===== src/rtl/gcm_pkg.sv =====
// Shared widths, enums and the final-block mask helper for the GCM front end.
// Bit 0 of a block is its MSB, so "bits [r:127]" are the low-order value bits.
package gcm_pkg;
    localparam int AES_BLK_W = 128;
    localparam int IV_W      = 96;
    localparam int LEN_W     = 64;

    typedef enum logic [1:0] {
        ERR_OK      = 2'b00,
        ERR_FRAMING = 2'b01,
        ERR_TIMEOUT = 2'b10
    } err_e;

    typedef enum logic [2:0] {
        ST_IDLE     = 3'd0,
        ST_SETUP    = 3'd1,
        ST_AAD      = 3'd2,
        ST_PT       = 3'd3,
        ST_WAIT_TAG = 3'd4
    } state_e;

    // Keeps the first (len % 128) MSB-first bits of the final block; a full block passes through.
    function automatic logic [AES_BLK_W-1:0] blk_mask(input logic [LEN_W-1:0] len);
        logic [6:0] r;
        r = 7'(len % LEN_W'(AES_BLK_W));
        if (r == 7'd0)
            blk_mask = '1;
        else
            blk_mask = ~({AES_BLK_W{1'b1}} >> r);
    endfunction
endpackage


===== src/rtl/gcm_len_counter.sv =====
// Turns a bit length into a block count, counts it down per accepted beat and
// provides the mask for whichever block is currently the last one.
module gcm_len_counter
    import gcm_pkg::*;
(
    input  logic                 clk,
    input  logic                 rst_n,
    input  logic                 load,
    input  logic [LEN_W-1:0]     len,
    input  logic                 dec,
    output logic                 empty,
    output logic                 is_last,
    output logic [AES_BLK_W-1:0] mask
);
    logic [LEN_W-1:0] count;
    logic [LEN_W-1:0] len_q;

    always_ff @(posedge clk or negedge rst_n) begin
        if (!rst_n) begin
            count <= '0;
            len_q <= '0;
        end else if (load) begin
            count <= (len >> 7) + LEN_W'(len[6:0] != 7'd0);
            len_q <= len;
        end else if (dec && (count != '0)) begin
            count <= count - LEN_W'(1);
        end
    end

    assign empty   = (count == '0);
    assign is_last = (count == LEN_W'(1));
    assign mask    = is_last ? blk_mask(len_q) : '1;
endmodule


===== src/rtl/gcm_block_sequencer.sv =====
// Front end of gcm_aes: takes one header plus AAD/PT block stream per job, drives the
// core's new_instance/pt_instance protocol, masks partial blocks and reports tag/error.
module gcm_block_sequencer
    import gcm_pkg::*;
#(
    parameter int SETUP_CYCLES = 5,
    parameter int TAG_TIMEOUT  = 64
) (
    input  logic                 clk,
    input  logic                 i_rst_n,
    input  logic                 i_hdr_valid,
    output logic                 o_hdr_ready,
    input  logic [AES_BLK_W-1:0] i_cipher_key,
    input  logic [IV_W-1:0]      i_iv,
    input  logic [LEN_W-1:0]     i_aad_bits,
    input  logic [LEN_W-1:0]     i_pt_bits,
    input  logic                 i_blk_valid,
    output logic                 o_blk_ready,
    input  logic [AES_BLK_W-1:0] i_blk_data,
    input  logic                 i_blk_last,
    output logic                 o_new_instance,
    output logic                 o_pt_instance,
    output logic [AES_BLK_W-1:0] o_cipher_key,
    output logic [IV_W-1:0]      o_iv,
    output logic [AES_BLK_W-1:0] o_aad,
    output logic [AES_BLK_W-1:0] o_plain_text,
    output logic [LEN_W-1:0]     o_aad_size,
    output logic [LEN_W-1:0]     o_pt_size,
    input  logic                 i_tag_ready,
    input  logic [AES_BLK_W-1:0] i_tag,
    output logic                 o_done,
    output logic [AES_BLK_W-1:0] o_tag,
    output logic [1:0]           o_err
);
    localparam int CNT_W = 16;

    state_e               state;
    logic [CNT_W-1:0]     setup_cnt;
    logic [CNT_W-1:0]     wait_cnt;
    logic                 framing_err;
    logic                 pt_first;
    logic                 hdr_take;
    logic                 beat;
    logic                 aad_empty, aad_is_last, pt_empty, pt_is_last;
    logic [AES_BLK_W-1:0] aad_mask, pt_mask;

    assign o_hdr_ready = (state == ST_IDLE);
    assign hdr_take    = i_hdr_valid && o_hdr_ready;
    assign beat        = i_blk_valid && o_blk_ready;

    // Block 0 is accepted only before new_instance rises; the SETUP hold window takes no beats.
    always_comb begin
        o_blk_ready = 1'b0;
        case (state)
            ST_SETUP: o_blk_ready = !aad_empty && !o_new_instance;
            ST_AAD:   o_blk_ready = 1'b1;
            ST_PT:    o_blk_ready = !pt_empty;
            default:  o_blk_ready = 1'b0;
        endcase
    end

    gcm_len_counter u_aad_cnt (
        .clk     (clk),
        .rst_n   (i_rst_n),
        .load    (hdr_take),
        .len     (i_aad_bits),
        .dec     (beat && ((state == ST_SETUP) || (state == ST_AAD))),
        .empty   (aad_empty),
        .is_last (aad_is_last),
        .mask    (aad_mask)
    );

    gcm_len_counter u_pt_cnt (
        .clk     (clk),
        .rst_n   (i_rst_n),
        .load    (hdr_take),
        .len     (i_pt_bits),
        .dec     (beat && (state == ST_PT)),
        .empty   (pt_empty),
        .is_last (pt_is_last),
        .mask    (pt_mask)
    );

    always_ff @(posedge clk or negedge i_rst_n) begin
        if (!i_rst_n) begin
            state          <= ST_IDLE;
            setup_cnt      <= '0;
            wait_cnt       <= '0;
            framing_err    <= 1'b0;
            pt_first       <= 1'b0;
            o_new_instance <= 1'b0;
            o_pt_instance  <= 1'b0;
            o_cipher_key   <= '0;
            o_iv           <= '0;
            o_aad          <= '0;
            o_plain_text   <= '0;
            o_aad_size     <= '0;
            o_pt_size      <= '0;
            o_done         <= 1'b0;
            o_tag          <= '0;
            o_err          <= ERR_OK;
        end else begin
            o_done        <= 1'b0;
            o_pt_instance <= 1'b0;
            case (state)
                ST_IDLE: begin
                    if (hdr_take) begin
                        o_cipher_key <= i_cipher_key;
                        o_iv         <= i_iv;
                        o_aad_size   <= i_aad_bits;
                        o_pt_size    <= i_pt_bits;
                        framing_err  <= 1'b0;
                        pt_first     <= 1'b1;
                        state        <= ST_SETUP;
                    end
                end
                ST_SETUP: begin
                    if (!o_new_instance) begin
                        if (aad_empty || beat) begin
                            o_aad          <= aad_empty ? '0 : (i_blk_data & aad_mask);
                            o_new_instance <= 1'b1;
                            setup_cnt      <= CNT_W'(1);
                            if (beat && i_blk_last)
                                framing_err <= 1'b1;
                        end
                    end else if (setup_cnt == CNT_W'(SETUP_CYCLES)) begin
                        o_new_instance <= 1'b0;
                        state          <= aad_empty ? ST_PT : ST_AAD;
                    end else begin
                        setup_cnt <= setup_cnt + CNT_W'(1);
                    end
                end
                ST_AAD: begin
                    if (beat) begin
                        o_aad <= i_blk_data & aad_mask;
                        if (i_blk_last)
                            framing_err <= 1'b1;
                        if (aad_is_last)
                            state <= ST_PT;
                    end
                end
                ST_PT: begin
                    // An empty PT stream still needs one zero block to kick the core's PT phase.
                    if (pt_empty) begin
                        o_plain_text  <= '0;
                        o_pt_instance <= 1'b1;
                        wait_cnt      <= '0;
                        state         <= ST_WAIT_TAG;
                    end else if (beat) begin
                        o_plain_text  <= i_blk_data & pt_mask;
                        o_pt_instance <= pt_first;
                        pt_first      <= 1'b0;
                        if (i_blk_last != pt_is_last)
                            framing_err <= 1'b1;
                        if (pt_is_last) begin
                            wait_cnt <= '0;
                            state    <= ST_WAIT_TAG;
                        end
                    end
                end
                ST_WAIT_TAG: begin
                    if (i_tag_ready) begin
                        o_tag  <= i_tag;
                        o_done <= 1'b1;
                        o_err  <= framing_err ? ERR_FRAMING : ERR_OK;
                        state  <= ST_IDLE;
                    end else if (wait_cnt == CNT_W'(TAG_TIMEOUT - 1)) begin
                        o_done <= 1'b1;
                        o_err  <= ERR_TIMEOUT;
                        state  <= ST_IDLE;
                    end else begin
                        wait_cnt <= wait_cnt + CNT_W'(1);
                    end
                end
                default: state <= ST_IDLE;
            endcase
        end
    end
endmodule

===== config.mk =====
export PLATFORM = sky130hd
export DESIGN_NAME = gcm_block_sequencer
export DESIGN_NICKNAME = d
export VERILOG_FILES = /design/src/rtl/gcm_pkg.sv /design/src/rtl/gcm_len_counter.sv /design/src/rtl/gcm_block_sequencer.sv
export SDC_FILE = /design/constraint.sdc
export NUM_CORES = 2
export LEC_CHECK = 0
export BUFFER_PORTS_ARGS = -buffer_cell sky130_fd_sc_hd__buf_2
export CORE_AREA = 3 3 520 522
export CTS_BUF_LIST = sky130_fd_sc_hd__clkbuf_2
export CTS_CLUSTER_DIAMETER = 40
export DETAILED_ROUTE_END_ITERATION = 16
export DIE_AREA = 0 0 523 525
export GPL_TIMING_DRIVEN = 0
export MAX_ROUTING_LAYER = met4
export PLACE_DENSITY = 0.31
export SYNTH_ARGS = -nofsm -noshare
export SYNTH_HDL_FRONTEND = slang
export SYNTH_SLANG_ARGS = --single-unit

===== constraint.sdc =====
create_clock -name clk -period 4 [get_ports clk]
set_clock_uncertainty 0.15 [all_clocks]
set_input_delay 0.6 -clock clk [delete_from_list [all_inputs] [get_ports clk]]
set_output_delay 0.6 -clock clk [all_outputs]
set_load 0.05 [all_outputs]

## Word level (Yosys, flattened, before mapping)

Cells that the tools add are included.

- Register bits after elaboration: 920
- Bits of input ports: 614
- Output and inout port bits: 743
- Word-level logic and storage cells: 163

- Add/subtract/negate cells: 6
- Equal/unequal tests: 27
- Shifts and indexed selects: 2
- Mux-type cells: 63
- Bitwise logic cells: 4
- Reduce and logical (&&, ||, !) cells: 41

Operator list:

| cell | number |
|---|---|
| $mux 128 | 10 |
| $and 128x128->128 | 2 |
| $mux 64 | 4 |
| $not 128->128 | 2 |
| $pmux 128 s2 | 1 |
| $shr 128x7->128 const A | 2 |
| $eq 64x1->1 const B | 2 |
| $logic_not 64->1 | 2 |
| $mux 16 | 8 |
| $reduce_bool 64->1 | 2 |
| $sub 64x1->64 const B | 2 |
| $add 57x1->58 | 2 |
| $add 16x1->16 const B | 2 |
| $pmux 16 s2 | 1 |
| $mux 3 | 10 |
| $mux 1 | 23 |
| $ne 2x2->1 const B | 9 |
| $eq 16x3->1 const B | 1 |
| $eq 16x6->1 const B | 1 |
| $reduce_bool 2->1 | 8 |
| $pmux 3 s5 | 1 |
| $logic_not 7->1 | 2 |
| $reduce_bool 7->1 | 2 |
| $ne 2x1->1 const B | 6 |
| 20 further kinds | 38 |

## Logic depth before layout (Yosys ltp)

- Word-level depth: 10
- Depth in mapped cells: 11
- Depth with buffers taken out: 11

## By module

From an unflattened synthesis, not the netlist that was laid out.

- Cells, all modules: 3915
- Area total of the unflattened synthesis: 43116.4 um^2

By module, submodules not included:

| module | instances | cells an instance | area an instance (um^2) | sequential area each (um^2) |
|---|---|---|---|---|
| gcm_block_sequencer | 1 | 2132 | 29884.9 | 19468.7 |
| gcm_len_counter (u_pt_cnt) | 1 | 924 | 6831.6 | 1776.7 |
| gcm_len_counter (u_aad_cnt) | 1 | 859 | 6399.9 | 1776.7 |

## Worst setup path before layout

OpenSTA, ideal clock, no wires.

- Path kind: reg-to-reg
- Start: register state[2]
- End: register u_pt_cnt.count[26]
- Library setup time: 0.137 ns
- Data arrival time: 2.949 ns
- Data required time: 3.713 ns
- Slack: 0.764 ns
- Cell stages (with the launch flop): 8
- Path buffers: 4
- Period minus slack after synthesis: 3.236 ns
- Path through: dfrtp_1 -> nor3_1 -> and2_1 -> clkbuf_1 -> clkbuf_1 -> clkbuf_1 -> clkbuf_1 -> a21oi_1

- Elaborated cells on any way between the ends: 11
- Those cells by class: eq/ne (3); mux (2); reduce/logical (6)

RTL lines:

| element | line | source |
|---|---|---|
| start: declaration | gcm_block_sequencer.sv:37 | `state_e state;` |
| start signal: assignment | gcm_block_sequencer.sv:128 | `state <= aad_empty ? ST_PT : ST_AAD;` |
| $logic_not 3->1 (*) | gcm_block_sequencer.sv:47 | `assign o_hdr_ready = (state == ST_IDLE);` |
| via o_hdr_ready | gcm_block_sequencer.sv:12 | `output logic o_hdr_ready,` |
| $logic_and 1x1->1 (*) | gcm_block_sequencer.sv:48 | `assign hdr_take = i_hdr_valid && o_hdr_ready;` |
| $mux 64 or $reduce_bool 2->1 (tied branches) | -- |  |
| end signal: assignment | gcm_len_counter.sv:23 | `count <= (len >> 7) + LEN_W'(len[6:0] != 7'd0);` |
| end signal: assignment | gcm_len_counter.sv:26 | `count <= count - LEN_W'(1);` |
| end: declaration | gcm_len_counter.sv:15 | `logic [LEN_W-1:0] count;` |

The timed path passes the listed nets; every way through them passes the cells marked *.
A chain may end at the register's enable or synchronous reset.

## Worst setup path in the final report

- Start: register u_aad_cnt.count[56]
- End: output o_blk_ready

- Cells in the longest elaborated chain, start to end: 4

Ends and longest elaborated chain:

| element | line | source |
|---|---|---|
| start: declaration | gcm_len_counter.sv:15 |  |
| start signal: assignment | gcm_len_counter.sv:23 |  |
| start signal: assignment | gcm_len_counter.sv:26 |  |
| $logic_not 64->1 | gcm_len_counter.sv:30 | `assign empty = (count == '0);` |
| $logic_not 1->1 | gcm_block_sequencer.sv:55 | `ST_SETUP: o_blk_ready = !aad_empty && !o_new_instance;` |
| $logic_and 1x1->1 | gcm_block_sequencer.sv:55 |  |
| $pmux 1 s3 | gcm_block_sequencer.sv:54 | `case (state)` |
| end: declaration | gcm_block_sequencer.sv:18 | `output logic o_blk_ready,` |

No other way between the ends.

==> metrics <==
status=finished, violations left; failing checks=capacitance limit, setup timing; Via Count=50600; Critical Path Source Type=register; Die ar.=275000 um^2; gp weighted congestion=1.03; Slew HR=0.0140; syn_nets=5017; drt pass-1 iters=5; R2R depth=11; fin crit share=1.12; synthesized flop and latch total=906; yosys warns=0; Vias/cell=4.32; Async SR Flop Fraction=1.00; Max Fclk=approximately 0.22 GHz; Inst Count DP=9287; Clk Latency, worst-skew pair=1730 ps; Mapped Avg Cell Area=about 9.5 um^2; synthesized area=41600 um^2; max_cap viols=1; Place WS=-1460 ps; Sink Count=906; Clock Path Buffers=4; total grt overflow=0; first-pass GRT wire length=462000 um; Area Overhead vs Synth=79.9%; Final Hold Viols=0; number of global-route vias before repair=52300; PnR worst setup slack=-476 ps; clk root buf=clkbuf_2; I/O pin count=about 1400; Crit Path Class=register to primary output; Worst EP arrival=around 3700 ps; Pleak=about 0.035 uW; die width=523 um; Initial Util=0.157; pwr dens=669 nW/um^2; Total Routing Usage GR=0.251; htree depth=5; final max-slew violation count=0; critical path required time=3250 ps; number of buffers created by CTS=314; Detailed Route Iter0 Violations=3336; die height=525 um; most used flip-flop cell after synthesis=dfrtp_1; layout cells sized above 1=0.265; library cells used by synthesis=76; WHS=between 200 and 300 ps; pin count of the biggest net entering global routing=137; Seq/Total Area, Yosys=0.545; final number of setup-violating endpoints=4; Hold/Removal Path Class=primary input to register; Avg WL per Cell=29.7 um; CP max FO=3; final WL=348000 um; setup_tns=-629 ps; RSZ-0062 raised after global routing=true; PortBufs=~1400; post-DP HPWL=281000 um; clock slew at reported path FFs=90 ps; initial antenna violation count=82; worst hold stages=7; Post-DRT Antenna Nets=0; commonest cells after routing, fill and taps aside=dlygate4sd3_1 (1822), nand2_1 (1393), buf_2 (1368), dfrtp_1 (905), clkbuf_2 (466); Worst-Margin Slew=1460 ps; clock period minus worst slack=4480 ps; Critical Path End Type=primary output; final non-filler cell total=11700; number of synthesized flops with an enable pin=0; cell row count=189; Max rail drop VDD=between 0.3 and 0.4 mV; CTS tree=done; DRC Markers=0; # nets final=8544; core area=266000 um^2; most common cell after layout, fill and taps aside=dlygate4sd3_1; cell count after synthesis=4390
synth_stat cells (13+ instances only):
master    number  area (um^2)
or4_1         20          150
a32o_1       175         1750
o311ai_0      21          184
and4_1        28          245
nor2_1       184          691
or3_1         39          244
mux2_2       130         1460
mux2i_1       24          240
and3_1        50          313
buf_1         21         78.8
ha_1          13          163
o211ai_1      14          105
and2_1        24          150
nand4_1       73          457
a21oi_1       79          395
xor2_1       123         1080
or2_2         17          106
buf_2         13         65.1
dfrtp_1      906        22700
nand2_1     1394         5230
nor4_1        50          313
nor3_1        77          385
inv_1         32          120
nand2b_1      13         81.3
xnor2_1       80          701
o21a_1        24          180
clkbuf_1     233          875
nand3_1      186          931
a22o_1        13          114
o21ai_0      193          966
worst max-delay path, cell delays in order, from the launching register on:
cell,delay (ps)
dfrtp_1,400
or2_4,240
or4_4,540
nor4_4,340
nand2_4,160
nand3_2,100
a21oi_2,70
buf_6,180
sequential cells by signal, summed over array words and instances, names as in the netlist:
signal,flops
o_iv,96
o_cipher_key,128
pt_first,1
o_done,1
o_plain_text,128
setup_cnt,16
u_aad_cnt.count,64
o_aad,128
framing_err,1
o_err,2
o_tag,128
state,3
u_pt_cnt.count,64
o_new_instance,1
o_pt_size,64
o_aad_size,64
o_pt_instance,1
wait_cnt,16
repair_timing:
action,4_1_cts,5_1_grt
pin swaps,14,10
gates resized for setup,111,42
hold buffers,1825,2
hold endpoints to repair,1542,2
setup buffers,20,9
endpoints found under the setup margin,703,253
power by group:
group	switching [uW]	internal, uW
logic	20000	6280
registers	3050	12500
clock network	5130	3160
total	28100	21900
through the flow:
stage / total power (uW) / area, um^2 / utilization
after detailed placement: 40100 / 53100 / 0.200
after CTS: 50600 / 74600 / 0.281
final: 50100 / 74900 / 0.282
after global placement: 40000 / 52800 / 0.199
after global routing: 52500 / 74800 / 0.282
after floorplan: 29800 / 41600 / -
per-layer routing:
metal | share of wire | up-vias | track usage | wire, um
met5 | 0 | - | - | 0
met4 | 0.042 | 0 | 0.0894 | 14700
met3 | 0.065 | 570 | 0.0550 | 22800
met2 | 0.48 | 2099 | 0.416 | 167000
met1 | 0.41 | 25400 | 0.298 | 144000
li1 | - | 22500 | - | -
final timing paths:
path                                       to           startpoint  slack, ps
max reg2reg                  o_plain_text[82]   u_pt_cnt.count[29]         10
max                               o_blk_ready  u_aad_cnt.count[56]       -480
min reg2reg                          o_iv[95]             o_iv[95]        320
min                        u_aad_cnt.count[0]        i_aad_bits[6]        250
max in group asynchronous    o_cipher_key[35]              i_rst_n        670
min in group asynchronous          o_aad[101]              i_rst_n        370
area by class of cell:
cell class | count | area [um^2]
timing repair buffer | 3217 | 25500
fill | 28900 | 191000
inverter | 32 | 120
tap | 3533 | 4420
multi-input combinational | 3182 | 18200
buffer | 264 | 1110
antenna | 62 | 155
clock buffer | 427 | 2140
clock inverter | 90 | 534
sequential | 906 | 22700
cells by family after synthesis:
family,Yosys count,synth area share
AND/OR/NAND/NOR,2201,0.234
flip-flops,906,0.545
AO/OA/AOI/OAI,611,0.106
buffers and inverters,302,0.0280
XOR/XNOR,203,0.0427
multiplexers,154,0.0409
adder cells (fa/ha/maj),13,0.00391
Note: power is estimated with default switching activity, not from simulation.
